--- src/rtl/wb_pkg.sv ---
// wb_pkg: shared types for the writeback align queue
package wb_pkg;
  typedef enum logic [3:0] {
    alu_out, br_en, u_imm, pc_plus4, lb, lbu, lh, lhu, lw, lwu, ld
  } regfilemux_sel_t;
  typedef struct packed {
    logic [4:0] rd;
    regfilemux_sel_t sel;
    logic br_en;
    logic [2:0] addr_lo;
    logic [63:0] alu_out;
    logic [63:0] u_imm;
    logic [63:0] pc;
    logic [63:0] mdr;
  } wb_entry_t;
endpackage

--- src/rtl/wb_align_queue_if.sv ---
// wb_align_queue_if: MEM-stage push port and regfile commit port
interface wb_align_queue_if #(
  parameter int XLEN = 32,
  parameter int DEPTH = 4
);
  import wb_pkg::*;
  logic in_valid;
  logic in_ready;
  logic [4:0] in_rd;
  regfilemux_sel_t in_sel;
  logic [XLEN-1:0] in_alu_out;
  logic [XLEN-1:0] in_u_imm;
  logic [XLEN-1:0] in_pc;
  logic [XLEN-1:0] in_mdr;
  logic in_br_en;
  logic [$clog2(XLEN/8)-1:0] in_addr_lo;
  logic flush;
  logic wr_block;
  logic [4:0] rd_wb;
  logic load_regfile_wb;
  logic [XLEN-1:0] regfilemux_out_wb;
  logic wb_err;
  logic [$clog2(DEPTH):0] count;
  modport master (
    output in_valid, in_rd, in_sel, in_alu_out, in_u_imm, in_pc, in_mdr, in_br_en, in_addr_lo, flush, wr_block,
    input in_ready, rd_wb, load_regfile_wb, regfilemux_out_wb, wb_err, count
  );
  modport slave (
    input in_valid, in_rd, in_sel, in_alu_out, in_u_imm, in_pc, in_mdr, in_br_en, in_addr_lo, flush, wr_block,
    output in_ready, rd_wb, load_regfile_wb, regfilemux_out_wb, wb_err, count
  );
endinterface

--- src/rtl/load_align.sv ---
// load_align: picks the writeback source, aligns/extends loads, flags bad loads
module load_align import wb_pkg::*; #(
  parameter int XLEN = 32
) (
  input wb_entry_t e_i,
  output logic [XLEN-1:0] data_o,
  output logic err_o
);
  localparam int AW = $clog2(XLEN/8);
  logic [AW-1:0] a;
  logic [XLEN-1:0] m;
  logic [7:0] sb;
  logic [15:0] sh;
  logic [31:0] sw;
  assign a = e_i.addr_lo[AW-1:0];
  assign m = e_i.mdr[XLEN-1:0];
  assign sb = 8'(m >> {a, 3'b000});
  assign sh = 16'(m >> {a & ~AW'(1), 3'b000});
  assign sw = 32'(m >> {a & ~AW'(3), 3'b000});
  // source select with sign/zero extension; lwu and ld do not exist on a 32-bit datapath
  always_comb begin
    data_o = '0;
    err_o = 1'b0;
    case (e_i.sel)
      alu_out: data_o = e_i.alu_out[XLEN-1:0];
      br_en: data_o = XLEN'(e_i.br_en);
      u_imm: data_o = e_i.u_imm[XLEN-1:0];
      pc_plus4: data_o = e_i.pc[XLEN-1:0] + XLEN'(4);
      lb: data_o = XLEN'($signed(sb));
      lbu: data_o = XLEN'(sb);
      lh: begin data_o = XLEN'($signed(sh)); err_o = a[0]; end
      lhu: begin data_o = XLEN'(sh); err_o = a[0]; end
      lw: begin data_o = XLEN'($signed(sw)); err_o = |a[1:0]; end
      lwu: begin data_o = XLEN'(sw); err_o = (|a[1:0]) || (XLEN == 32); end
      ld: begin data_o = m; err_o = (|a) || (XLEN == 32); end
      default: ;
    endcase
  end
endmodule

--- src/rtl/wb_align_queue.sv ---
// wb_align_queue: small FIFO of completing instructions that aligns and commits one per cycle
module wb_align_queue import wb_pkg::*; #(
  parameter int XLEN = 32,
  parameter int DEPTH = 4
) (
  input logic clk,
  input logic rst,
  wb_align_queue_if.slave bus
);
  localparam int PW = $clog2(DEPTH);
  localparam int CW = PW + 1;
  if (!(XLEN == 32 || XLEN == 64) || DEPTH < 2 || DEPTH > 8 || (DEPTH & (DEPTH - 1)) != 0) begin : g_bad_param
    $error("wb_align_queue: XLEN must be 32/64 and DEPTH a power of 2 in 2..8");
  end
  wb_entry_t mem_q [DEPTH];
  wb_entry_t in_e, head;
  logic [PW-1:0] wr_ptr_q, wr_ptr_d, rd_ptr_q, rd_ptr_d;
  logic [CW-1:0] count_q, count_d;
  logic [4:0] rd_wb_q, rd_wb_d;
  logic [XLEN-1:0] data_q, data_d, res;
  logic load_q, load_d, err_q, err_d, res_err, rdy, push, pop;
  assign in_e = '{rd: bus.in_rd, sel: bus.in_sel, br_en: bus.in_br_en, addr_lo: 3'(bus.in_addr_lo),
                  alu_out: 64'(bus.in_alu_out), u_imm: 64'(bus.in_u_imm), pc: 64'(bus.in_pc), mdr: 64'(bus.in_mdr)};
  assign head = mem_q[rd_ptr_q];
  load_align #(.XLEN(XLEN)) u_align (.e_i(head), .data_o(res), .err_o(res_err));
  assign rdy = count_q < CW'(DEPTH);
  assign push = bus.in_valid & rdy & ~bus.flush;
  assign pop = (count_q != '0) & ~bus.wr_block & ~bus.flush;
  assign bus.in_ready = rdy;
  assign bus.count = count_q;
  assign bus.rd_wb = rd_wb_q;
  assign bus.regfilemux_out_wb = data_q;
  assign bus.load_regfile_wb = load_q;
  assign bus.wb_err = err_q;
  // flush empties the queue and cancels both strobes; writes to x0 are silently consumed
  always_comb begin
    count_d = bus.flush ? '0 : count_q + CW'(push) - CW'(pop);
    wr_ptr_d = bus.flush ? '0 : wr_ptr_q + PW'(push);
    rd_ptr_d = bus.flush ? '0 : rd_ptr_q + PW'(pop);
    rd_wb_d = pop ? head.rd : rd_wb_q;
    data_d = pop ? res : data_q;
    load_d = pop & ~res_err & (head.rd != 5'd0);
    err_d = pop & res_err & (head.rd != 5'd0);
  end
  // occupancy, pointers and commit registers, cleared immediately by reset
  always_ff @(posedge clk or posedge rst) begin
    if (rst) begin
      count_q <= '0;
      wr_ptr_q <= '0;
      rd_ptr_q <= '0;
      rd_wb_q <= '0;
      data_q <= '0;
      load_q <= 1'b0;
      err_q <= 1'b0;
    end else begin
      count_q <= count_d;
      wr_ptr_q <= wr_ptr_d;
      rd_ptr_q <= rd_ptr_d;
      rd_wb_q <= rd_wb_d;
      data_q <= data_d;
      load_q <= load_d;
      err_q <= err_d;
    end
  end
  // entry storage holds raw fields and is only meaningful below count, so it is not reset
  always_ff @(posedge clk) begin
    if (push) mem_q[wr_ptr_q] <= in_e;
  end
endmodule

--- src/flat_wrapper.sv ---
// flat-port wrapper written by rule: the top's interface ports become plain ports
module wb_align_queue_flat import wb_pkg::*;
#(
  parameter int XLEN = 32,
  parameter int DEPTH = 4
)
  (clk, rst, bus_in_valid, bus_in_rd, bus_in_sel, bus_in_alu_out, bus_in_u_imm, bus_in_pc, bus_in_mdr, bus_in_br_en, bus_in_addr_lo, bus_flush, bus_wr_block, bus_in_ready, bus_rd_wb, bus_load_regfile_wb, bus_regfilemux_out_wb, bus_wb_err, bus_count);
  wb_align_queue_if #(.XLEN(XLEN), .DEPTH(DEPTH)) bus_i ();
  input logic clk;
  input logic rst;
  input wire logic [$bits(bus_i.in_valid)-1:0] bus_in_valid;
  input wire logic [$bits(bus_i.in_rd)-1:0] bus_in_rd;
  input wire logic [$bits(bus_i.in_sel)-1:0] bus_in_sel;
  input wire logic [$bits(bus_i.in_alu_out)-1:0] bus_in_alu_out;
  input wire logic [$bits(bus_i.in_u_imm)-1:0] bus_in_u_imm;
  input wire logic [$bits(bus_i.in_pc)-1:0] bus_in_pc;
  input wire logic [$bits(bus_i.in_mdr)-1:0] bus_in_mdr;
  input wire logic [$bits(bus_i.in_br_en)-1:0] bus_in_br_en;
  input wire logic [$bits(bus_i.in_addr_lo)-1:0] bus_in_addr_lo;
  input wire logic [$bits(bus_i.flush)-1:0] bus_flush;
  input wire logic [$bits(bus_i.wr_block)-1:0] bus_wr_block;
  output wire logic [$bits(bus_i.in_ready)-1:0] bus_in_ready;
  output wire logic [$bits(bus_i.rd_wb)-1:0] bus_rd_wb;
  output wire logic [$bits(bus_i.load_regfile_wb)-1:0] bus_load_regfile_wb;
  output wire logic [$bits(bus_i.regfilemux_out_wb)-1:0] bus_regfilemux_out_wb;
  output wire logic [$bits(bus_i.wb_err)-1:0] bus_wb_err;
  output wire logic [$bits(bus_i.count)-1:0] bus_count;
  assign bus_i.in_valid = bus_in_valid;
  assign bus_i.in_rd = bus_in_rd;
  assign bus_i.in_sel = bus_in_sel;
  assign bus_i.in_alu_out = bus_in_alu_out;
  assign bus_i.in_u_imm = bus_in_u_imm;
  assign bus_i.in_pc = bus_in_pc;
  assign bus_i.in_mdr = bus_in_mdr;
  assign bus_i.in_br_en = bus_in_br_en;
  assign bus_i.in_addr_lo = bus_in_addr_lo;
  assign bus_i.flush = bus_flush;
  assign bus_i.wr_block = bus_wr_block;
  assign bus_in_ready = bus_i.in_ready;
  assign bus_rd_wb = bus_i.rd_wb;
  assign bus_load_regfile_wb = bus_i.load_regfile_wb;
  assign bus_regfilemux_out_wb = bus_i.regfilemux_out_wb;
  assign bus_wb_err = bus_i.wb_err;
  assign bus_count = bus_i.count;
  wb_align_queue #(.XLEN(XLEN), .DEPTH(DEPTH)) u_core (.clk(clk), .rst(rst), .bus(bus_i));
endmodule
--- config.mk ---
export PLATFORM = sky130hd
export DESIGN_NAME = wb_align_queue_flat
export DESIGN_NICKNAME = d
export VERILOG_FILES = /design/src/rtl/wb_pkg.sv /design/src/rtl/wb_align_queue_if.sv /design/src/rtl/load_align.sv /design/src/rtl/wb_align_queue.sv /design/src/flat_wrapper.sv
export SDC_FILE = /design/constraint.sdc
export NUM_CORES = 1
export LEC_CHECK = 0
export ABC_AREA = 0
export BUFFER_PORTS_ARGS = -buffer_cell sky130_fd_sc_hd__buf_4
export CAP_MARGIN = 5
export CORE_MARGIN = 8
export CORE_UTILIZATION = 64
export CTS_CLUSTER_DIAMETER = 150
export DETAILED_ROUTE_END_ITERATION = 16
export PLACE_DENSITY = 0.84
export SLEW_MARGIN = 20
export SYNTH_ARGS = -nofsm -noshare
export SYNTH_HDL_FRONTEND = slang
export SYNTH_SLANG_ARGS = --single-unit
--- constraint.sdc ---
create_clock -name clk -period 25.5 [get_ports clk]
set_input_delay 2.55 -clock clk [delete_from_list [all_inputs] [get_ports clk]]
set_output_delay 2.55 -clock clk [all_outputs]
set_load 0.03 [all_outputs]
==> run_results.csv, run 1 <==
group,metric,value,unit
run_status,outcome,"completed",
clock_tree,clk_latency,0.60,ns
power_and_ir_drop,total_power,2.41,mW
grt,grt_max_degree,141,
synth,synth.distinct_cells,70,
clock_tree,post-cts-setup-buffers,0,
timing,finalCritPeriodShare,19.1,%
synth,synth_area,24100,µm²
drt,drt_iter0_drc,1561,
timing,hold_slack,0.486,ns
synth,yosys_most_used_dff,"edfxtp_1",
worst_setup_path,path_cells,"buf_4 -> nor2_1 -> nand2_1 -> inv_1 -> nand2_1 -> nor2_4 -> buf_4 -> buf_4",
finish,fin_cells,1941,
finish,utilization,74.2,%
synth,yosys_register_bits,606,
place,numPortBuffers,187,
drt,drc_errors,0,
power_and_ir_drop,p_per_area,86.7,nW/µm²
clock_tree,cts.sinks,606,
power_and_ir_drop,p_leak,9.24,nW
drt,totalWireLength,54.9,mm
synth,synthArstFlopShare,7.59,%
timing,finalCriticalPeriod,4.87,ns
die,die_area,44100,µm²
clock_tree,path_clk_slew,0.06,ns
die,coreArea,37400,µm²
drt,drt_pass1_iterations,6,
worst_setup_path,worstSetupStartpointType,"primary input",
finish,final_cell_area,27700,µm²
synth,yosys.area.top_type_share,69.8,%
timing,clock.fmax,0.206,GHz
timing,worst-slew-pin-transition,1.10,ns
place,dpl_worst_slack,20.02,ns
synth,ys_seq_area_share,74.5,%
timing,finalSetupViolations,0,
place,hpwl,34.6,mm
die,die_width,210,µm
drt,dr_total_vias,12700,
die,rows,71,
grt,grt_pass1_vias,13200,
place,placed_cell_area,25900,µm²
synth,syn_nets,1335,
clock_tree,cts_hold_buf,0,
worst_setup_path,cp_slowest_stage_delay,0.94,ns
drt,wire_per_inst,28.3,µm
clock_tree,cts-root-buf,"clkbuf_16",
synth,avgSynthCellArea,20.4,µm²
place,dp_cells,1834,
finish,drive_above_1_share,30.0,%
synth,synth_edf_count,560,
worst_setup_path,path_common_cell,"buf_4",
synth,syn_inst,1184,
grt,grt_pass1_wl,81.8,mm
synth,yosysWarnings,0,
synth,synth_top_cells_by_count,"edfxtp_1, mux4_2, nand2_1",
clock_tree,cts_max_level,2,
finish,layout.nets,1534,
worst_setup_path,crit_arrival,5.08,ns
worst_setup_path,cp-end-kind,"register",
finish,area_growth,15.1,%
grt,grt_overflow,0,
synth,synth_area_leader_cell,"edfxtp_1",
min_path,hp-class,"reg -> reg",
worst_setup_path,critPathRequiredTime,25.72,ns
timing,tns,0,ns
synth,synth.most_common_cell,"edfxtp_1",
synth,ys_top_cells_by_area,"edfxtp_1, mux4_2, dfrtp_1",
timing,final_max_slew_viol_count,0,
worst_setup_path,cp_max_fo,71,
job,max-cap-violations,0,
timing,hold_viol_final,0,
timing,rsz0062_at_grt,"no",
die,die_y,210,µm
drt,antenna_left,0,
die,io_pins,188,
power_and_ir_drop,vdd_drop_max,0.0621,mV
timing,timing.final.ws_setup,20.63,ns
clock_tree,ctsResizeCount,0,
clock_tree,cts_tree,"built",
timing,skew,0.0137,ns
worst_setup_path,worstSetupPathType,"in -> reg",
clock_tree,clock_path_buffers,3,
grt,antenna_found_initial,2,
place,routabilityCongestion,0.874,
timing,slew_headroom,26.6,%
die,start_util,64.5,%
clock_tree,cts_buffers,57,
worst_setup_path,cp_slowest_cell,"buf_4",
drt,viasPerCell,6.57,
grt,globalRouteTotalUtil,24.8,%
kinds of logic after synthesis:
family	synth area share, %
buf+inv	1.93
xor+xnor	1.05
compound gates	3.86
simple gates	3.70
fa+ha+maj	0.343
mux	14.6
flops	74.5
routing by layer:
layer	part of all wire, %	wire length (µm)	GRT usage, %
met5	0.024	13	0
met4	3.2	1780	9.09
met3	9.0	4920	5.57
met2	50	27300	40.3
met1	38	20900	33.2
critical path: cells and delay by family:
| family | cells | cell delay (ns) |
|---|---|---|
| and+or+nand+nor | 4 | 0.40 |
| buffers and inverters | 4 | 2.05 |
state kept, by name, indices dropped and copies added, names as in the netlist:
register	count
u_core.mem_q	560
u_core.wr_ptr_q	2
u_core.bus.wb_err	1
u_core.rd_ptr_q	2
u_core.bus.count	3
u_core.bus.load_regfile_wb	1
u_core.bus.rd_wb	5
u_core.bus.regfilemux_out_wb	32
power by group:
group          switching (mW)  total, mW  internal [mW]  leakage, nW
Sequential             0.0390       1.18           1.15         5.69
Combinational           0.247      0.419          0.172         2.69
Clock                   0.345      0.803          0.457        0.862
Total                   0.632       2.41           1.77         9.24
cells in the final DEF (no fill, tap or decap), drive strengths merged, types with 19 or more instances in the layout:
cell,instances
nand3,28
nand2,75
o21ai,26
a22oi,22
edfxtp,560
clkbuf,75
mux4,144
buf,206
nor2,19
clkinv,24
dfrtp,46
worst paths after layout:
path                            slack (ns)           startpoint                         endpoint  depth (start not counted)
worst max-delay path                 20.63            bus_flush              u_core.mem_q[2][78]                          8
worst min-delay path                  0.49  u_core.bus.rd_wb[1]              u_core.bus.rd_wb[1]                          2
worst max register to register       21.39   u_core.rd_ptr_q[1]  u_core.bus.regfilemux_out_wb[2]                          7
worst min register to register        0.49  u_core.bus.rd_wb[1]              u_core.bus.rd_wb[1]                          2
max in group asynchronous            22.60                  rst               u_core.rd_ptr_q[0]                          2
min in group asynchronous             2.18                  rst              u_core.bus.count[2]                          2
area by class of cell:
class / instances / area (µm²)
multi-input cells: 499 / 5720
repair buffers: 206 / 1580
fillers: 2055 / 9660
inverters: 13 / 48.8
well taps: 511 / 639
flip-flops and latches: 606 / 18000
clock buffers: 75 / 1560
diodes: 1 / 2.50
clock inverters: 30 / 214
(Power assumes the default switching activity.)
==> inputs of run 2 (changes only) <==
--- a/config.mk
+++ b/config.mk
@@ -5,14 +5,14 @@
 export SDC_FILE = /design/constraint.sdc
 export NUM_CORES = 1
 export LEC_CHECK = 0
-export ABC_AREA = 0
+export ABC_AREA = 1
 export BUFFER_PORTS_ARGS = -buffer_cell sky130_fd_sc_hd__buf_4
 export CAP_MARGIN = 5
 export CORE_MARGIN = 8
-export CORE_UTILIZATION = 64
+export CORE_UTILIZATION = 60
 export CTS_CLUSTER_DIAMETER = 150
 export DETAILED_ROUTE_END_ITERATION = 16
-export PLACE_DENSITY = 0.84
+export PLACE_DENSITY = 0.79
 export SLEW_MARGIN = 20
 export SYNTH_ARGS = -nofsm -noshare
 export SYNTH_HDL_FRONTEND = slang
==> constraint.sdc (replaced) <==
create_clock -name clk -period 4.7 [get_ports clk]
set_input_delay 0.47 -clock clk [delete_from_list [all_inputs] [get_ports clk]]
set_output_delay 0.47 -clock clk [all_outputs]
set_load 0.03 [all_outputs]
==> run_results.csv, run 2 <==
group,metric,value,unit
run_status,outcome,"completed",
timing,hold_viol_final,0,
worst_setup_path,worstSetupStartpointType,"register",
synth,synth_xor_area_share,0.0670,%
synth,syn_inst,2393,
finish,area_growth,13.5,%
finish,largest_register,"u_core.mem_q",
worst_setup_path,r2r-start,"u_core.rd_ptr_q[0]",
timing,clock.fmax,0.280,GHz
synth,synth_area_leader_cell,"edfxtp_1",
timing,finalSetupViolations,0,
grt,antenna_found_initial,2,
synth,syn_nets,2544,
clock_tree,cts_buffers,58,
clock_tree,ctsResizeCount,0,
timing,finalCritPeriodShare,76.1,%
finish,regArea,18000,µm²
place,dp_cells,3057,
timing,timing.final.ws_setup,1.12,ns
drt,viasPerCell,5.95,
die,die_area,50500,µm²
clock_tree,cts_max_level,2,
place,dpl_worst_slack,1.20,ns
power_and_ir_drop,p_leak,11.4,nW
synth,ys_top_cells_by_area,"edfxtp_1, nand2_1, dfrtp_1",
finish,utilization,68.9,%
synth,synthArstFlopShare,7.59,%
clock_tree,post-cts-setup-buffers,0,
worst_setup_path,r2r_slack,1.12,ns
synth,synth_edf_count,560,
finish,largest_reg_flops,560,
timing,finalCriticalPeriod,3.58,ns
worst_setup_path,startpoint,"u_core.rd_ptr_q[0]",
worst_setup_path,crit_arrival,4.14,ns
clock_tree,path_clk_slew,0.06,ns
finish,fin_cells,3167,
synth,synth.distinct_cells,43,
grt,grt_pass1_vias,18400,
grt,grt_pass1_wl,108,mm
drt,met1Wirelength,27.9,mm
drt,drc_errors,0,
clock_tree,cts-root-buf,"clkbuf_16",
finish,layout_commonest_cell,"nand2_1",
synth,synth_top_cells_by_count,"nand2_1, edfxtp_1, nor2_1",
timing,skew,0.0201,ns
worst_setup_path,critPathRequiredTime,5.26,ns
drt,drt_iter0_drc,2462,
synth,synth_mux_area_share,0,%
clock_tree,clk_latency,0.62,ns
job,max-cap-violations,0,
synth,yosys_most_used_dff,"edfxtp_1",
timing,worst-slew-pin-transition,1.06,ns
die,die_width,225,µm
die,coreArea,43100,µm²
grt,globalRouteTotalUtil,28.1,%
worst_setup_path,cp-end-kind,"register",
drt,wire_per_inst,22.6,µm
drt,route.met3.wl,6.78,mm
worst_setup_path,worstSetupPathType,"reg -> reg",
drt,drt_pass1_iterations,6,
drt,antenna_left,0,
die,start_util,60.7,%
place,hpwl,46.7,mm
clock_tree,clock_path_buffers,3,
synth,ys_seq_area_share,68.7,%
timing,rsz0062_at_grt,"no",
synth,synthSimpleGateAreaFrac,20.0,%
finish,multi_input_area,7140,µm²
finish,mostFrequentLayoutCells,"nand2_1, edfxtp_1, nor2_1",
synth,avgSynthCellArea,10.9,µm²
timing,slew_headroom,29.5,%
worst_setup_path,cp_max_fo,168,
place,routabilityCongestion,1.03,
timing,tns,0,ns
synth,synth.most_common_cell,"nand2_1",
power_and_ir_drop,p_per_area,487,nW/µm²
die,die_y,225,µm
timing,final_max_slew_viol_count,0,
min_path,hp-class,"in -> async",
synth,synth-adder-area-share,0.316,%
finish,drive_above_1_share,13.8,%
synth,synth_area,26200,µm²
synth,yosysWarnings,0,
die,rows,76,
place,numPortBuffers,187,
power_and_ir_drop,vdd_drop_max,0.358,mV
finish,layout.nets,2684,
timing,hold_slack,0.0253,ns
clock_tree,cts.sinks,606,
synth,synth_top_family_by_area,"simple AND/OR/NAND/NOR gates",
synth,synth_compound_area_share,6.63,%
die,io_pins,188,
drt,dr_total_vias,18800,
synth,yosys.area.top_type_share,64.3,%
clock_tree,cts_hold_buf,0,
drt,routed.top_layer,"met5",
synth,yosys_register_bits,606,
clock_tree,cts_tree,"built",
drt,totalWireLength,71.5,mm
grt,grt_max_degree,266,
drt,wl_met2,34.2,mm
grt,grt_overflow,0,
finish,fillers,3020,
[run 2: worst max-delay path, stage by stage, from the launching register on]
cell and delay [ns]:
dfrtp_4 0.65, buf_12 0.41, buf_16 0.47, nor2_1 0.15, nor2_1 0.13, o21ai_0 0.11, nand2_1 0.18, ha_1 0.19
nand3_1 0.15, nor2_4 0.17, nand3_2 0.18, nor2_1 0.21, nand2_1 0.09, nand2_1 0.07, nand3_1 0.06, nand2_1 0.09
nand2_1 0.05, nand2_1 0.06
[run 2: cell families (layout without fill, tap and decap cells)]
group / after synthesis / count (layout)
AO/OA/AOI/OAI: 312 / 312
AND/OR/NAND/NOR: 1258 / 1258
other: 0 / 1
XOR/XNOR: 2 / 2
adder cells (fa/ha/maj): 6 / 6
buffers and inverters: 209 / 397
flip-flops: 606 / 606
[run 2: path summary, 6_finish.rpt]
check	endpoint	cells past startpoint
max	u_core.bus.regfilemux_out_wb[30]	17
max in group asynchronous	u_core.rd_ptr_q[1]	3
min in group clk	u_core.mem_q[0][12]	1
min	u_core.bus.rd_wb[2]	3
max reg2reg	u_core.bus.regfilemux_out_wb[30]	17
min reg2reg	u_core.bus.rd_wb[2]	2
[run 2: cell type report]
cell class	count	share of cell area, %
antenna	1	0.00843
clock buffer	80	5.34
clock inverter	28	0.932
inverter	81	1.07
multi-input combinational	1578	24.1
sequential	606	60.6
tap	585	2.47
timing repair buffer	208	5.58
[run 2: power breakdown]
group / leakage (nW) / internal [mW] / switching [mW]
clock network: 0.915 / 2.58 / 1.96
registers: 5.68 / 6.24 / 0.227
logic: 4.83 / 0.972 / 2.48
total: 11.4 / 9.79 / 4.66
[run 2: stage by stage]
step | power (mW) | instance area, µm²
floorplan | 8.76 | 26200
global placement | 9.88 | 27800
detailed placement | 9.95 | 27800
CTS | 14.4 | 29700
global route | 15.0 | 29700
finish | 14.5 | 29700
[run 2: per-layer routing]
layer / up-vias / track usage, %
met2: 1011 / 45.4
met5: - / 0
met3: 161 / 5.99
li1: 8574 / -
met1: 9096 / 37.1
met4: 2 / 10.7
==> inputs of run 3 (changes only) <==
==> constraint.sdc (replaced) <==
create_clock -name clk -period 3.3 [get_ports clk]
set_input_delay 0.33 -clock clk [delete_from_list [all_inputs] [get_ports clk]]
set_output_delay 0.33 -clock clk [all_outputs]
set_load 0.03 [all_outputs]
==> run_results.csv, run 3 (synthesis gave the netlist of run 2 again) <==
group,metric,value,unit
clock_tree,ctsResizeCount,0,
min_path,hold_path_depth,5,
drt,viasPerCell,5.86,
finish,fillers,2747,
timing,rsz0062_at_grt,"no",
worst_setup_path,critPathRequiredTime,3.85,ns
die,rows,76,
place,routabilityCongestion,0.989,
timing,finalCritPeriodShare,87.9,%
timing,slew_headroom,38.9,%
clock_tree,clk_latency,0.62,ns
timing,worst-slew-pin-transition,0.917,ns
job,max-cap-violations,0,
worst_setup_path,r2r_slack,0.40,ns
finish,multi_input_area,7140,µm²
die,start_util,60.7,%
drt,wire_per_inst,22.2,µm
place,dp_cells,3080,
drt,antenna_left,0,
clock_tree,cts_tree,"built",
timing,clock.fmax,0.345,GHz
finish,largest_reg_flops,560,
finish,area_growth,20.5,%
min_path,hp-class,"in -> reg",
worst_setup_path,worstSetupPathType,"reg -> reg",
finish,layout_commonest_cell,"nand2_1",
grt,antenna_found_initial,2,
worst_setup_path,r2r-start,"u_core.rd_ptr_q[0]",
clock_tree,cts_buffers,58,
drt,drt_iter0_drc,2608,
timing,final_max_slew_viol_count,0,
timing,hold_viol_final,0,
grt,grt_pass1_wl,112,mm
timing,finalCriticalPeriod,2.90,ns
worst_setup_path,rr_endpoint,"u_core.bus.regfilemux_out_wb[3]",
grt,grt_max_degree,130,
worst_setup_path,cp_max_fo,129,
timing,finalSetupViolations,0,
die,die_width,225,µm
finish,layout.nets,2848,
clock_tree,cts_max_level,2,
grt,grt_overflow,0,
clock_tree,cts-root-buf,"clkbuf_16",
die,coreArea,43100,µm²
worst_setup_path,cp-end-kind,"register",
timing,skew,0.0276,ns
drt,totalWireLength,73.9,mm
drt,drt_pass1_iterations,6,
worst_setup_path,crit_arrival,3.44,ns
finish,largest_register,"u_core.mem_q",
finish,fin_cells,3331,
finish,mostFrequentLayoutCells,"nand2_1, edfxtp_1, nor2_1",
timing,hold_slack,0.295,ns
clock_tree,cts.sinks,606,
worst_setup_path,r2r.worst_path.cells,12,
min_path,min_from,"bus_wr_block",
power_and_ir_drop,p_per_area,676,nW/µm²
drt,dr_total_vias,19500,
drt,drc_errors,0,
die,io_pins,188,
grt,grt_pass1_vias,18900,
grt,globalRouteTotalUtil,28.8,%
min_path,whs_endpoint,"u_core.bus.regfilemux_out_wb[13]",
worst_setup_path,worstSetupStartpointType,"register",
finish,drive_above_1_share,13.7,%
clock_tree,clock_path_buffers,3,
place,numPortBuffers,187,
die,die_y,225,µm
finish,regArea,18000,µm²
die,die_area,50500,µm²
clock_tree,path_clk_slew,0.07,ns
run_status,outcome,"completed",
place,hpwl,46.5,mm
power_and_ir_drop,p_leak,12.2,nW
power_and_ir_drop,vdd_drop_max,0.527,mV
[run 3: timing repair]
action                                  in CTS  in global routing
setup buffers                                0                  0
endpoints found under the setup margin       0                  0
hold buffers                               142                  0
endpoints found under the hold margin      599                  0
[run 3: worst max-delay path, cell delays in order, from the launching register on]
cell	delay, ns
dfrtp_4	0.46
buf_12	0.36
buf_12	0.48
nand2_1	0.12
nand3_1	0.12
nand2_1	0.13
o21ai_0	0.53
nand2_1	0.14
nand2_1	0.12
a21oi_1	0.05
nand4_1	0.10
nand2_1	0.07
nand2_1	0.07
[run 3: layout make-up]
class	instances	share of cell area, %
sequential	606	57.0
clock inverter	39	1.42
clock buffer	69	4.83
timing repair buffer	372	10.7
multi-input combinational	1578	22.6
inverter	81	1.00
tap	585	2.32
antenna	1	0.00794
[run 3: how the worst max path moves through the flow]
stage	slack, ns	start	end
4_1_cts	0.47	u_core.rd_ptr_q[0]	u_core.bus.regfilemux_out_wb[3]
6_report	0.40	u_core.rd_ptr_q[0]	u_core.bus.regfilemux_out_wb[3]
2_1_floorplan	-1.39	u_core.bus.count[2]	u_core.mem_q[0][0]
3_3_place_gp	0.51	u_core.rd_ptr_q[0]	u_core.bus.regfilemux_out_wb[3]
5_1_grt	0.20	u_core.rd_ptr_q[0]	u_core.bus.regfilemux_out_wb[24]
3_5_place_dp	0.49	u_core.rd_ptr_q[0]	u_core.bus.regfilemux_out_wb[3]
[run 3: through the flow]
| stage | TNS [ns] | worst slack [ns] | utilization [%] | area [µm²] | total power, mW |
|---|---|---|---|---|---|
| floorplan | -762.45 | -1.39 | - | 26200 | 12.5 |
| global placement | 0 | 0.509 | 65.3 | 28100 | 14.2 |
| detailed placement | 0 | 0.494 | 65.3 | 28100 | 14.3 |
| CTS | 0 | 0.465 | 73.2 | 31500 | 21.2 |
| global route | 0 | 0.201 | 73.2 | 31500 | 22.0 |
| finish | 0 | 0.401 | 73.2 | 31500 | 21.3 |
[run 3: routing by layer]
layer | vias to the layer above | global-route usage, % | share of wire, %
li1 | 8900 | - | -
met3 | 148 | 4.35 | 7.9
met1 | 9434 | 37.7 | 39
met4 | 2 | 10.6 | 3.5
met5 | - | 0 | 0.018
met2 | 1030 | 48.7 | 50
[run 3: power by group]
group | internal [mW] | switching, mW
Clock | 4.07 | 2.83
Combinational | 1.57 | 3.68
Sequential | 8.88 | 0.273
Total | 14.5 | 6.79
